<file path="src/rtl/sr_cmd_if.sv">
// sr_cmd_if: request/command bundle between a requester and sr_cmd_sequencer.
// master drives requests and q feedback; slave returns the sr command and status.
interface sr_cmd_if #(
  parameter int CNT_W = 4
);
  logic             set_req;
  logic             clr_req;
  logic             q_fb;
  logic             req_ready;
  logic [1:0]       sr;
  logic             busy;
  logic             cmd_done;
  logic [CNT_W-1:0] conflict_cnt;
  logic             rb_err;

  modport master (
    output set_req, clr_req, q_fb,
    input  req_ready, sr, busy, cmd_done, conflict_cnt, rb_err
  );

  modport slave (
    input  set_req, clr_req, q_fb,
    output req_ready, sr, busy, cmd_done, conflict_cnt, rb_err
  );
endinterface

</file>
<file path="src/rtl/sr_cmd_sequencer.sv">
// sr_cmd_sequencer: arbitrates set/clr requests into a held sr command plus guard gap.
// Optional readback check of q_fb enabled by SR_READBACK_CHECK_EN.
module sr_cmd_sequencer #(
  parameter int HOLD_CYCLES = 2,
  parameter int GAP_CYCLES  = 1,
  parameter int CNT_W       = 4
) (
  input logic    clk,
  input logic    rst,
  sr_cmd_if.slave bus
);
  localparam int MX = (HOLD_CYCLES > GAP_CYCLES) ? HOLD_CYCLES : GAP_CYCLES;
  localparam int CW = (MX > 1) ? $clog2(MX) : 1;
  localparam logic [CW-1:0] HOLD_LD = CW'(HOLD_CYCLES - 1);
  localparam logic [CW-1:0] GAP_LD  =
    (GAP_CYCLES > 0) ? CW'(GAP_CYCLES - 1) : '0;

  typedef enum logic [1:0] {
    S_IDLE,
    S_DRIVE,
    S_GAP
  } st_t;

  st_t             st, nxt;
  logic [CW-1:0]   cnt, cnt_nxt;
  logic            dir, dir_nxt;
  logic [1:0]      sr_q;
  logic            done_q;
  logic [CNT_W-1:0] cfl;
  logic            both;

  assign both = bus.set_req & bus.clr_req;

  always_ff @(posedge clk) begin
    if (rst) begin
      st     <= S_IDLE;
      cnt    <= '0;
      dir    <= 1'b0;
      sr_q   <= 2'b00;
      done_q <= 1'b0;
      cfl    <= '0;
    end else begin
      st     <= nxt;
      cnt    <= cnt_nxt;
      dir    <= dir_nxt;
      sr_q   <= (nxt == S_DRIVE) ? (dir_nxt ? 2'b10 : 2'b01) : 2'b00;
      done_q <= (st != S_IDLE) && (nxt == S_IDLE);
      if (st == S_IDLE && both && cfl != '1)
        cfl <= cfl + 1'b1;
    end
  end

  always_comb begin
    nxt     = st;
    cnt_nxt = cnt;
    dir_nxt = dir;
    unique case (st)
      S_IDLE: begin
        if (bus.set_req ^ bus.clr_req) begin
          nxt     = S_DRIVE;
          cnt_nxt = HOLD_LD;
          dir_nxt = bus.set_req;
        end
      end
      S_DRIVE: begin
        if (cnt == '0) begin
          if (GAP_CYCLES > 0) begin
            nxt     = S_GAP;
            cnt_nxt = GAP_LD;
          end else begin
            nxt = S_IDLE;
          end
        end else begin
          cnt_nxt = cnt - 1'b1;
        end
      end
      S_GAP: begin
        if (cnt == '0) nxt = S_IDLE;
        else cnt_nxt = cnt - 1'b1;
      end
      default: nxt = S_IDLE;
    endcase
  end

  always_comb begin
    bus.req_ready    = (st == S_IDLE);
    bus.busy         = (st != S_IDLE);
    bus.sr           = sr_q;
    bus.cmd_done     = done_q;
    bus.conflict_cnt = cfl;
  end

`ifdef SR_READBACK_CHECK_EN
  logic arm, exp_q, err;

  // Check fires one edge after DRIVE exits, giving the flop a cycle to settle.
  always_ff @(posedge clk) begin
    if (rst) begin
      arm   <= 1'b0;
      exp_q <= 1'b0;
      err   <= 1'b0;
    end else begin
      arm   <= (st == S_DRIVE) && (nxt != S_DRIVE);
      exp_q <= dir;
      if (arm && bus.q_fb != exp_q)
        err <= 1'b1;
    end
  end

  assign bus.rb_err = err;
`else
  logic unused_q_fb;
  assign unused_q_fb = bus.q_fb;
  assign bus.rb_err  = 1'b0;
`endif

endmodule
</file>
<file path="src/flat_wrapper.sv">
// flat-port wrapper written by rule: the top's interface ports become plain ports
module sr_cmd_sequencer_flat 
#(
  parameter int HOLD_CYCLES = 2,
  parameter int GAP_CYCLES  = 1,
  parameter int CNT_W       = 4
)
  (clk, rst, bus_set_req, bus_clr_req, bus_q_fb, bus_req_ready, bus_sr, bus_busy, bus_cmd_done, bus_conflict_cnt, bus_rb_err);
  sr_cmd_if #(.CNT_W(CNT_W)) bus_i ();
  input logic clk;
  input logic rst;
  input wire logic [$bits(bus_i.set_req)-1:0] bus_set_req;
  input wire logic [$bits(bus_i.clr_req)-1:0] bus_clr_req;
  input wire logic [$bits(bus_i.q_fb)-1:0] bus_q_fb;
  output wire logic [$bits(bus_i.req_ready)-1:0] bus_req_ready;
  output wire logic [$bits(bus_i.sr)-1:0] bus_sr;
  output wire logic [$bits(bus_i.busy)-1:0] bus_busy;
  output wire logic [$bits(bus_i.cmd_done)-1:0] bus_cmd_done;
  output wire logic [$bits(bus_i.conflict_cnt)-1:0] bus_conflict_cnt;
  output wire logic [$bits(bus_i.rb_err)-1:0] bus_rb_err;
  assign bus_i.set_req = bus_set_req;
  assign bus_i.clr_req = bus_clr_req;
  assign bus_i.q_fb = bus_q_fb;
  assign bus_req_ready = bus_i.req_ready;
  assign bus_sr = bus_i.sr;
  assign bus_busy = bus_i.busy;
  assign bus_cmd_done = bus_i.cmd_done;
  assign bus_conflict_cnt = bus_i.conflict_cnt;
  assign bus_rb_err = bus_i.rb_err;
  sr_cmd_sequencer #(.HOLD_CYCLES(HOLD_CYCLES), .GAP_CYCLES(GAP_CYCLES), .CNT_W(CNT_W)) u_core (.clk(clk), .rst(rst), .bus(bus_i));
endmodule
</file>
<file path="config.mk">
export PLATFORM = sky130hd
export DESIGN_NAME = sr_cmd_sequencer_flat
export DESIGN_NICKNAME = d
export VERILOG_FILES = /design/src/rtl/sr_cmd_if.sv /design/src/rtl/sr_cmd_sequencer.sv /design/src/flat_wrapper.sv
export SDC_FILE = /design/constraint.sdc
export NUM_CORES = 1
export LEC_CHECK = 0
export ABC_AREA = 1
export CORE_AREA = 5 5 47 49
export CTS_BUF_LIST = sky130_fd_sc_hd__clkbuf_8
export DETAILED_ROUTE_END_ITERATION = 12
export DIE_AREA = 0 0 52 54
export PLACE_DENSITY = 0.57
export SYNTH_ARGS = -nofsm -noshare
export SYNTH_HDL_FRONTEND = slang
export SYNTH_SLANG_ARGS = --single-unit
</file>
<file path="constraint.sdc">
create_clock -name clk -period 1.5 [get_ports clk]
set_input_delay 0.15 -clock clk [delete_from_list [all_inputs] [get_ports clk]]
set_output_delay 0.15 -clock clk [all_outputs]
set_load 0.1 [all_outputs]
</file>
* After elaboration in Yosys (flattened, before gate mapping) *
Cells that the tools add are included.

storage, ports and cells
  flip-flop bits (word level) = 11
  latch bits = 0
  memory bits (writable) = 0
  ROM bits = 0
  bits of input ports = 5
  output and inout bits = 10
  word-level logic and storage cells = 36
  memories kept = 0

operators by class
  add/subtract/negate cells = 2
  multiply operators = 0
  div/mod/pow operators = 0
  $lt $le $gt $ge = 0
  equality and inequality tests = 5
  shift operators = 0
  muxes and demuxes = 10
  bitwise logic cells = 3
  reduce and logical (&&, ||, !) cells = 10

operator list
  operator               count
  $mux W2                4
  $pmux W2 S3            1
  $add A4 B1 Y4 const B  1
  $eq A2 B1 Y1 const B   2
  $logic_not A2 Y1       2
  $mux W1                4
  $ne A4 B4 Y1 const B   1
  $reduce_bool A2 Y1     2
  $reduce_or A2 Y1       2
  $logic_and A1 B1 Y1    3
  $eq A2 B2 Y1 const B   1
  $ne A2 B1 Y1 const B   1
  $pmux W1 S2            1
  $reduce_and A2 Y1      1
  $and A1 B1 Y1          1
  $not A1 Y1             1
  $sub A1 B1 Y1 const B  1
  $xor A1 B1 Y1          1

* Logic depth before layout (Yosys ltp) *
  word-level depth = 6
  gate-level depth with buffers = 9
  depth with buffers taken out = 9

* Worst setup path before layout *
Ideal clock, no wire load.

  path type = reg-to-reg
  from = reg u_core.st[1]
  to = reg u_core.cfl[2] (netlist: u_core.bus.conflict_cnt[2])
  library setup time = 0.119 ns
  arrival = 1.826 ns
  data required time = 1.381 ns
  path slack = -0.445 ns
  stages on the path, launching flop included = 10
  path buffers = 0
  period minus slack after synthesis = 1.945 ns
  path through = dfxtp_1 > inv_1 > ha_1 > nand2_1 > inv_1 > nand2_1 > inv_2 > nand3_1 > nand2_1 > nor2_1

between the ends
  cells in the longest elaborated chain, start to end = 3

RTL lines
  item                               line                    text
  start, declared                    sr_cmd_sequencer.sv:24  st_t st, nxt;
  start signal, assigned             sr_cmd_sequencer.sv:43  st <= nxt;
  $logic_not A2 Y1                   n/a
  named net bus_req_ready            flat_wrapper.sv:15      output wire logic [$bits(bus_i.req_ready)-1:0] bus_req_ready;
  $logic_and A1 B1 Y1 (2 in series)  sr_cmd_sequencer.sv:48  if (st == S_IDLE && both && cfl != '1)
  end signal, assigned               sr_cmd_sequencer.sv:49  cfl <= cfl + 1'b1;
  end, declared                      sr_cmd_sequencer.sv:29  logic [CNT_W-1:0] cfl;

The timed path passes the listed nets, and every way through them passes these cells.
A chain may end at the register's enable or synchronous reset.

* Worst setup path in the final report *
  from = reg u_core.st[1]
  to = out bus_busy

between the ends
  cells in the longest elaborated chain, start to end = 1

RTL lines
  item                line                    text
  $reduce_bool A2 Y1  sr_cmd_sequencer.sv:87  bus.busy = (st != S_IDLE);
  end, declared       flat_wrapper.sv:17      output wire logic [$bits(bus_i.busy)-1:0] bus_busy;

Every way passes these cells.

==> reports/results.tsv <==
metric	value	unit
status	finished, final reports clean	
ff_latch_area	225	sq um
critPathSlowestCell	dfxtp_1	
mostFrequentLayoutCell	nand2_1	
layout-drive-gt1-share	0.237	
yosysTopAreaCell	dfxtp_1	
hold_buffers	0	
slowest_delay	340	ps
grt_use_total	0.0878	
viasPerCell	4.26	
clock-root-buffer	clkbuf_8	
cp_cell_sequence	inv_1, ha_2, clkinvlp_4, buf_12	
cts_max_path_buffers	2	
grt_remaining_overflow	0	
synthesis.area	581	sq um
grt_pass1_wl	1700	microns
power.leakage	0.424	nW
multi_input_area	320	sq um
fin_skew	4.21	ps
globalplace.congestion	0.793	
htreeDepth	1	
fillers	177	
ir_worst_vdd	1.47	mV
hold_viol_final	0	
crit_family	buffers and inverters	
port_buffers	12	
endpoint_kind	output port	
maxSlewViolCount	0	
ant_nets	0	
reg2reg_depth	9	
placed_cell_area	843	sq um
die_w	52	microns
antennaDiodeCount	0	
synth.top_cell.area_share	0.379	
syn_inst	82	
core_area	1820	sq um
finalCritPeriodShare	0.959	
nNetsFinal	110	
synth.distinct_cells	14	
path_buf_inv	3	
cts_made_buffers	3	
synth_top_cells_by_area	dfxtp_1 (38%), ha_1 (15%), nand2_1 (12%)	
post-route-util	0.489	
fp-row-count	16	
path_class	reg -> out	
fin_cells	124	
drc	0	
io-pin-count	15	
area_growth	53.4	%
cts_setup_buffers	0	
drv_cap	0	
hold_depth	2	
final_cell_area	891	sq um
max_freq	695	MHz
placed_cells	120	
yosys_warnings	0	
start_util	0.319	
wirelength	1130	microns
cts_tree	done	
crit_fanout	4	
fin_crit	1440	ps
clk_pin_slew_worst_paths	50	ps
avgRoutedWirePerCell	9.13	microns
startpoint_type	flop	
drt_iter0_markers	5	
worstPathRequired	1350	ps
grt_pass1_vias	443	
vias	528	
antenna_found_initial	0	
worst_skew_pair.late_latency	240	ps
yosysSeqAreaShare	0.379	
grt_max_degree	7	
die_h	54	microns
cp.depth	4	
powerDensity	2080	nW/um^2
synth_nets	94	
cts_num_sinks	11	
synth_seq_cells	11	
hold_class	reg -> reg	
postSynthAreaPerCell	7.08	sq um
drtPass1Iterations	4	
dpl.hpwl	889	microns
layout_common_cells	nand2_1 (18), nor2_1 (13), inv_1 (12)	
fp.dieArea	2810	sq um
setup_violations	0	
cp.arrival	1290	ps
## sequential cells by signal, summed over array words and instances, names as in the netlist
register and cells:
u_core.dir 1, u_core.bus.cmd_done 1, u_core.bus.conflict_cnt 4, u_core.cnt 1
u_core.bus.sr 2, u_core.st 2
## worst register-to-register path, stage by stage (launching register included)
cell and delay [ps]:
dfxtp_1 360, inv_1 120, ha_1 210, nand2_1 90, nand2_1 60, nand2_1 50, nand2_1 40, nand2_1 120
nand3_1 110, nor2_1 90
## synth_stat cells
cell type and n:
a211oi_1 1, o21ai_0 2, conb_1 1, nand3_1 8
ha_1 7, inv_2 2, dfxtp_1 11, nor2_1 13
nand2_1 18, inv_1 12, a21oi_1 4, buf_4 1
or2_1 1, o21ai_2 1
## stage by stage
stage / setup WS [ps] / setup TNS [ps] / hold WS (ps) / total power, W
after floorplan: 4.10 / 0 / 221 / 0.00123
after global placement: -11.5 / -15.0 / 495 / 0.00157
after detailed placement: -32.3 / -60.1 / 503 / 0.00157
after CTS: 6.68 / 0 / 514 / 0.00187
after global routing: -1.71 / -1.71 / 545 / 0.00197
final: 61.0 / 0 / 504 / 0.00185
## kinds of logic (layout without fill, tap and decap cells)
family,Yosys count,in the layout,share of synthesized area
flip-flops,11,11,0.379
AO/OA/AOI/OAI,8,8,0.0798
adder cells (fa/ha/maj),7,7,0.151
other,1,1,0.00646
buffers and inverters,15,30,0.103
AND/OR/NAND/NOR,40,40,0.280
## area by class of cell
| cell class | count | area share |
|---|---|---|
| tap | 27 | 0.0379 |
| timing repair buffer | 12 | 0.236 |
| clock inverter | 1 | 0.00421 |
| sequential | 11 | 0.253 |
| clock buffer | 3 | 0.0463 |
| inverter | 14 | 0.0632 |
| multi-input combinational | 56 | 0.360 |
## where the power goes
| part | switching (W) | internal, W | leakage (nW) | total [W] |
|---|---|---|---|---|
| logic | 0.000749 | 0.000398 | 0.305 | 0.00115 |
| clock network | 0.000109 | 0.000179 | 0.0269 | 0.000289 |
| registers | 0.0000576 | 0.000361 | 0.0919 | 0.000418 |
| total | 0.000916 | 0.000939 | 0.424 | 0.00185 |
## final timing paths
path / start / slack, ps / end
worst max-delay path: u_core.st[1] / 60 / bus_busy
worst max register to register: u_core.st[0] / 180 / u_core.bus.sr[0]
worst min register to register: u_core.dir / 500 / u_core.dir
worst min-delay path: u_core.dir / 500 / u_core.dir
## layer usage
layer | vias up | track usage | wire [microns] | share of wire
li1 | 280 | - | - | -
met2 | 11 | 0.140 | 555 | 0.49
met4 | 0 | 0.0786 | 25 | 0.022
met5 | - | 0 | 0 | 0
met3 | 4 | 0.0360 | 57 | 0.050
met1 | 233 | 0.0877 | 493 | 0.44
## timing repair
action                                  4_1_cts  5_1_grt
endpoints found under the setup margin        0        1
gates resized for setup                       0        1
endpoints found under the hold margin         0        0
No activity file was read; power rests on OpenSTA's default activity.
